$ cat config.mk
export PLATFORM = sky130hd
export DESIGN_NAME = vtc_ce_fix
export DESIGN_NICKNAME = d
export VERILOG_FILES = /design/src/rtl/vtc_ce_fix.sv
export SDC_FILE = /design/constraint.sdc
export NUM_CORES = 1
export LEC_CHECK = 0
export BUFFER_PORTS_ARGS = -buffer_cell sky130_fd_sc_hd__buf_2
export CELL_PAD_IN_SITES_DETAIL_PLACEMENT = 1
export CELL_PAD_IN_SITES_GLOBAL_PLACEMENT = 1
export CORE_ASPECT_RATIO = 0.6
export CORE_UTILIZATION = 50
export CTS_BUF_LIST = sky130_fd_sc_hd__clkbuf_2 sky130_fd_sc_hd__clkbuf_4 sky130_fd_sc_hd__clkbuf_8
export CTS_CLUSTER_SIZE = 16
export DETAILED_ROUTE_END_ITERATION = 8
export GPL_TIMING_DRIVEN = 0
export HOLD_SLACK_MARGIN = 0.08
export PLACE_DENSITY = 0.95
export SYNTH_ARGS = -nofsm -noshare
export SYNTH_HDL_FRONTEND = slang
export SYNTH_SLANG_ARGS = --single-unit
$ cat constraint.sdc
create_clock -name pclk -period 5.99 [get_ports pclk]
set_clock_uncertainty 0.2 [all_clocks]
set_input_delay 0.8985 -clock pclk [delete_from_list [all_inputs] [get_ports pclk]]
set_output_delay 0.8985 -clock pclk [all_outputs]
set_load 0.1 [all_outputs]
$ cat src/rtl/vtc_ce_fix.sv
// Video-timing clock-enable fixer: measures the active-line length and masks
// vtg_ce for a short window once per frame at a line/offset relative to line end.
module vtc_ce_fix #(
  parameter int unsigned CNT_W      = 16,
  parameter int unsigned FIX_LENGTH = 4,
  parameter int unsigned FIX_LINE   = 7,
  parameter int unsigned FIX_OFFSET = 2
) (
  input  logic             pclk,
  input  logic             rst,
  input  logic             en,
  input  logic             av_in,
  input  logic             hb_in,
  input  logic             hs_in,
  input  logic             vb_in,
  input  logic             vs_in,
  input  logic             vtg_ce_in,
  output logic             av_out,
  output logic             hb_out,
  output logic             hs_out,
  output logic             vb_out,
  output logic             vs_out,
  output logic             vtg_ce_out,
  output logic [CNT_W-1:0] line_len,
  output logic             locked,
  output logic             fix_done
);

  localparam int unsigned GCNT_W = 4;
  localparam logic [CNT_W-1:0] CNT_MAX = '1;

  typedef enum logic [1:0] {IDLE, ARM, GATE, DONE} state_t;

  state_t             state_q, state_d;
  logic [GCNT_W-1:0]  gcnt_q, gcnt_d;
  logic               gate_q, gate_d;
  logic               fix_done_q, fix_done_d;
  logic [CNT_W-1:0]   hb_cnt_q, hb_cnt_d;
  logic [CNT_W-1:0]   line_len_q, line_len_d;
  logic               locked_q, locked_d;
  logic [CNT_W-1:0]   vline_q, vline_d;
  logic               hb_d_q;
  logic               hb_rise;
  logic [CNT_W-1:0]   tgt;
  logic               trig;

  assign av_out     = av_in;
  assign hb_out     = hb_in;
  assign hs_out     = hs_in;
  assign vb_out     = vb_in;
  assign vs_out     = vs_in;
  assign vtg_ce_out = vtg_ce_in & ~gate_q;
  assign line_len   = line_len_q;
  assign locked     = locked_q;
  assign fix_done   = fix_done_q;

  // Line measurement, line counting and trigger match.
  always_comb begin
    hb_rise    = hb_in & ~hb_d_q;
    hb_cnt_d   = hb_cnt_q;
    line_len_d = line_len_q;
    locked_d   = locked_q;
    vline_d    = vline_q;
    tgt        = '0;

    if (hb_in) begin
      hb_cnt_d = '0;
    end else if (hb_cnt_q != CNT_MAX) begin
      hb_cnt_d = hb_cnt_q + CNT_W'(1);
    end

    if (hb_rise) begin
      line_len_d = hb_cnt_q;
      locked_d   = (hb_cnt_q == line_len_q) && (hb_cnt_q != '0);
    end

    if (vs_in) begin
      vline_d = '0;
    end else if (hb_rise && (vline_q != CNT_MAX)) begin
      vline_d = vline_q + CNT_W'(1);
    end

    // Guarded so a large offset on a short line clamps to 0 instead of wrapping.
    if (32'(line_len_q) > FIX_OFFSET) begin
      tgt = line_len_q - CNT_W'(FIX_OFFSET);
    end

    trig = en & locked_q & ~hb_in & (32'(vline_q) == FIX_LINE) & (hb_cnt_q == tgt);
  end

  // Gate sequencing: disable beats vsync, vsync beats trigger.
  always_comb begin
    state_d    = state_q;
    gcnt_d     = gcnt_q;
    gate_d     = gate_q;
    fix_done_d = 1'b0;

    if (!en) begin
      state_d = IDLE;
      gate_d  = 1'b0;
      gcnt_d  = '0;
    end else if (vs_in) begin
      state_d = ARM;
      gate_d  = 1'b0;
      gcnt_d  = '0;
    end else begin
      case (state_q)
        ARM: begin
          if (trig) begin
            state_d = GATE;
            gcnt_d  = GCNT_W'(FIX_LENGTH - 1);
            gate_d  = 1'b1;
          end
        end
        GATE: begin
          if (gcnt_q == '0) begin
            state_d    = DONE;
            gate_d     = 1'b0;
            fix_done_d = 1'b1;
          end else begin
            gcnt_d = gcnt_q - GCNT_W'(1);
          end
        end
        IDLE, DONE: state_d = state_q;
        default:    state_d = IDLE;
      endcase
    end
  end

  always_ff @(posedge pclk or posedge rst) begin
    if (rst) begin
      state_q    <= IDLE;
      gcnt_q     <= '0;
      gate_q     <= 1'b0;
      fix_done_q <= 1'b0;
      hb_cnt_q   <= '0;
      line_len_q <= '0;
      locked_q   <= 1'b0;
      vline_q    <= '0;
      hb_d_q     <= 1'b0;
    end else begin
      state_q    <= state_d;
      gcnt_q     <= gcnt_d;
      gate_q     <= gate_d;
      fix_done_q <= fix_done_d;
      hb_cnt_q   <= hb_cnt_d;
      line_len_q <= line_len_d;
      locked_q   <= locked_d;
      vline_q    <= vline_d;
      hb_d_q     <= hb_in;
    end
  end

endmodule

==> flow_metrics.tcl <==
set metrics [dict create \
    ys_ff_latch 58 \
    overflow 0 \
    slew_viol_final 0 \
    endpoint_kind "flip-flop" \
    numPortBuffers 29 \
    grt_pass1_vias 3590 \
    fin_crit_ns 3.98 \
    fin_nets 478 \
    cp.required_ns 6.07 \
    cap_violations 0 \
    fillers 878 \
    ctsLongestPathBuffers 2 \
    diodes 0 \
    netlist_instances 420 \
    drtIter0Drc 354 \
    cellPowerDensity_nw_per_um2 238 \
    synth_top_area_share_pct 38.3 \
    fin_util_pct 58.6 \
    multiInputGateArea_sq_um 2110 \
    viasPerCell 6.21 \
    cts-buffers-inserted 9 \
    io_pins 33 \
    die-area_sq_um 7940 \
    async_flop_share_pct 100 \
    antenna_found_initial 0 \
    htree_levels 3 \
    cts_resized 0 \
    worst_slew_pin_slew_ns 0.747 \
    ant_nets 0 \
    hold_viol 0 \
    syn_to_final_growth_pct 12.9 \
    peakVddDrop_v 0.000135 \
    finalCritPeriodShare_pct 66.5 \
    clkTransAtPathRegs_ns 0.07 \
    seq_area_frac_synth_pct 38.3 \
    yosysMostFrequentCell "dfrtp_1" \
    ys.flop_type "dfrtp_1" \
    grtUsageTotal_pct 32.5 \
    core_sq_um 7300 \
    ff_latch_area_sq_um 1450 \
    synth_edf_count 0 \
    finalPower_mw 1.02 \
    setup_tns_ns 0 \
    cellLeakagePower_nw 2.00 \
    ys_types 59 \
    synth_top_area_cell "dfrtp_1" \
    status "completed" \
    cts_tree "yes" \
    syn_area_per_cell_sq_um 9.02 \
    wl_per_cell_um 20.8 \
    grt_max_degree 43 \
    max_freq_mhz 251 \
    arrival_ns 4.06 \
    finalWirelength_um 11800 \
    row_count 24 \
    place.gp.congestion 0.922 \
    cts-root-buf "clkbuf_8" \
    syn_area_sq_um 3790 \
    path_max_fanout 10 \
    criticalPathCategory "flip-flop to flip-flop" \
    hold_buffers 0 \
    clock_sinks 58 \
    yosysWarningCount 0 \
    yosys-top-cells-count "58 x dfrtp_1, 46 x nor2_1, 31 x xor2_1" \
    dp_hpwl_um 8670 \
    drive_above_1_share_pct 16.6 \
    synthTopCellsByArea "dfrtp_1 38%, xor2_1 7.2%, nor2_1 4.6%" \
    grt_pass1_wl_um 19400 \
    dr.pass1.iters 5 \
    num_vias 3535 \
    hold_path_class "input port to asynchronous set/reset pin" \
    relSlewSlack_pct 49.8 \
    synth_nets 437 \
    die_h_um 69.4 \
    die_w_um 114 \
    initial_core_util_pct 51.9 \
    final-setup-viol-count 0 \
    post-route-drc-count 0 \
    grt_setup_unrepaired "no" \
    cp-start-kind "flip-flop" \
    clk-insertion-delay-late_ns 0.36 \
    post-cts-setup-buffers 0 \
]
==> cell type report <==
class,instances,area share [%]
buffer,35,4.30
clock buffer,12,3.57
clock inverter,3,0.936
inverter,12,1.05
multi-input combinational,315,49.3
sequential,58,33.9
tap,104,3.04
timing repair buffer,30,3.86
==> state kept, by name, summed over array words and instances (netlist names) <==
register  count
line_len     16
gcnt_q        4
locked        1
hb_cnt_q     16
state_q       2
vline_q      16
gate_q        1
hb_d_q        1
fix_done      1
==> per-stage QoR <==
| step | hold WS [ns] | instance area (sq um) | cells | setup WS [ns] |
|---|---|---|---|---|
| after global placement | 0.321 | 4060 | 553 | 2.23 |
| final | 0.331 | 4280 | 569 | 2.01 |
| after floorplan | 0.297 | 3790 | 420 | 2.11 |
| after detailed placement | 0.334 | 4080 | 554 | 2.15 |
| after CTS | 0.342 | 4280 | 569 | 2.11 |
| after global routing | 0.356 | 4280 | 569 | 1.90 |
==> layer usage <==
layer,global-route usage (%),part of all wire [%]
met3,10.2,8.2
met5,0,0
met1,45.2,45
met4,10.2,2.2
met2,48.0,44
==> worst max-delay path, stage by stage (launching register included) <==
cell and delay, ns:
dfrtp_1 0.40, buf_6 0.15, inv_1 0.08, ha_1 0.24
nor2b_1 0.54, nand4_1 0.30, xor2_1 0.23, nor4b_1 0.30
a31oi_1 0.08, a2bb2oi_1 0.20, o32a_1 0.36, buf_6 0.14
or4b_1 0.51, a21oi_1 0.16
==> path summary, 6_finish.rpt <==
kind,start,endpoint,slack (ns),cells after the start
worst max register to register,line_len[1],gcnt_q[2],2.01,13
max in group asynchronous,rst,gcnt_q[3],4.70,3
worst min register to register,gate_q,gate_q,0.34,2
min in group pclk,gate_q,gate_q,0.34,2
worst max-delay path,line_len[1],gcnt_q[2],2.01,13
worst min-delay path,rst,line_len[10],0.33,2
==> placed cells by master (no fill, tap or decap), types with 4 or more instances in the layout <==
cell | synthesis | layout
nand2b_1 | 4 | 4
nor4b_1 | 4 | 4
or4_1 | 4 | 4
nor2b_1 | 5 | 5
nand4_1 | 14 | 14
o21ai_0 | 15 | 15
mux2_2 | 13 | 13
inv_1 | 12 | 11
buf_2 | 3 | 32
a21oi_1 | 14 | 14
buf_6 | 4 | 4
or3_1 | 11 | 11
clkbuf_1 | 22 | 22
ha_1 | 8 | 8
nor3_1 | 17 | 17
clkbuf_8 | 0 | 10
nor2_1 | 46 | 46
nand3_1 | 18 | 18
buf_4 | 5 | 5
xnor2_1 | 18 | 18
xor2_1 | 31 | 31
and3_1 | 8 | 8
dfrtp_1 | 58 | 58
nor4_1 | 7 | 7
and4_1 | 4 | 4
nand2_1 | 27 | 27
==> cells by family (layout without fill, tap and decap cells) <==
logic type,count (synthesis),in the layout,share of synthesized area (%)
AOI/OAI and AO/OA,61,61,11.3
xor gates and xnor gates,49,49,11.3
adders and majority gates,8,8,2.64
buffers and inverters,47,92,6.04
DFF,58,58,38.3
muxes,16,16,4.66
and+or+nand+nor,181,181,25.8
==> power by group <==
| group | switching (mW) | internal, mW |
|---|---|---|
| registers | 0.0107 | 0.402 |
| clock network | 0.163 | 0.209 |
| logic | 0.159 | 0.0730 |
Power figures use the tool's default switching activity.
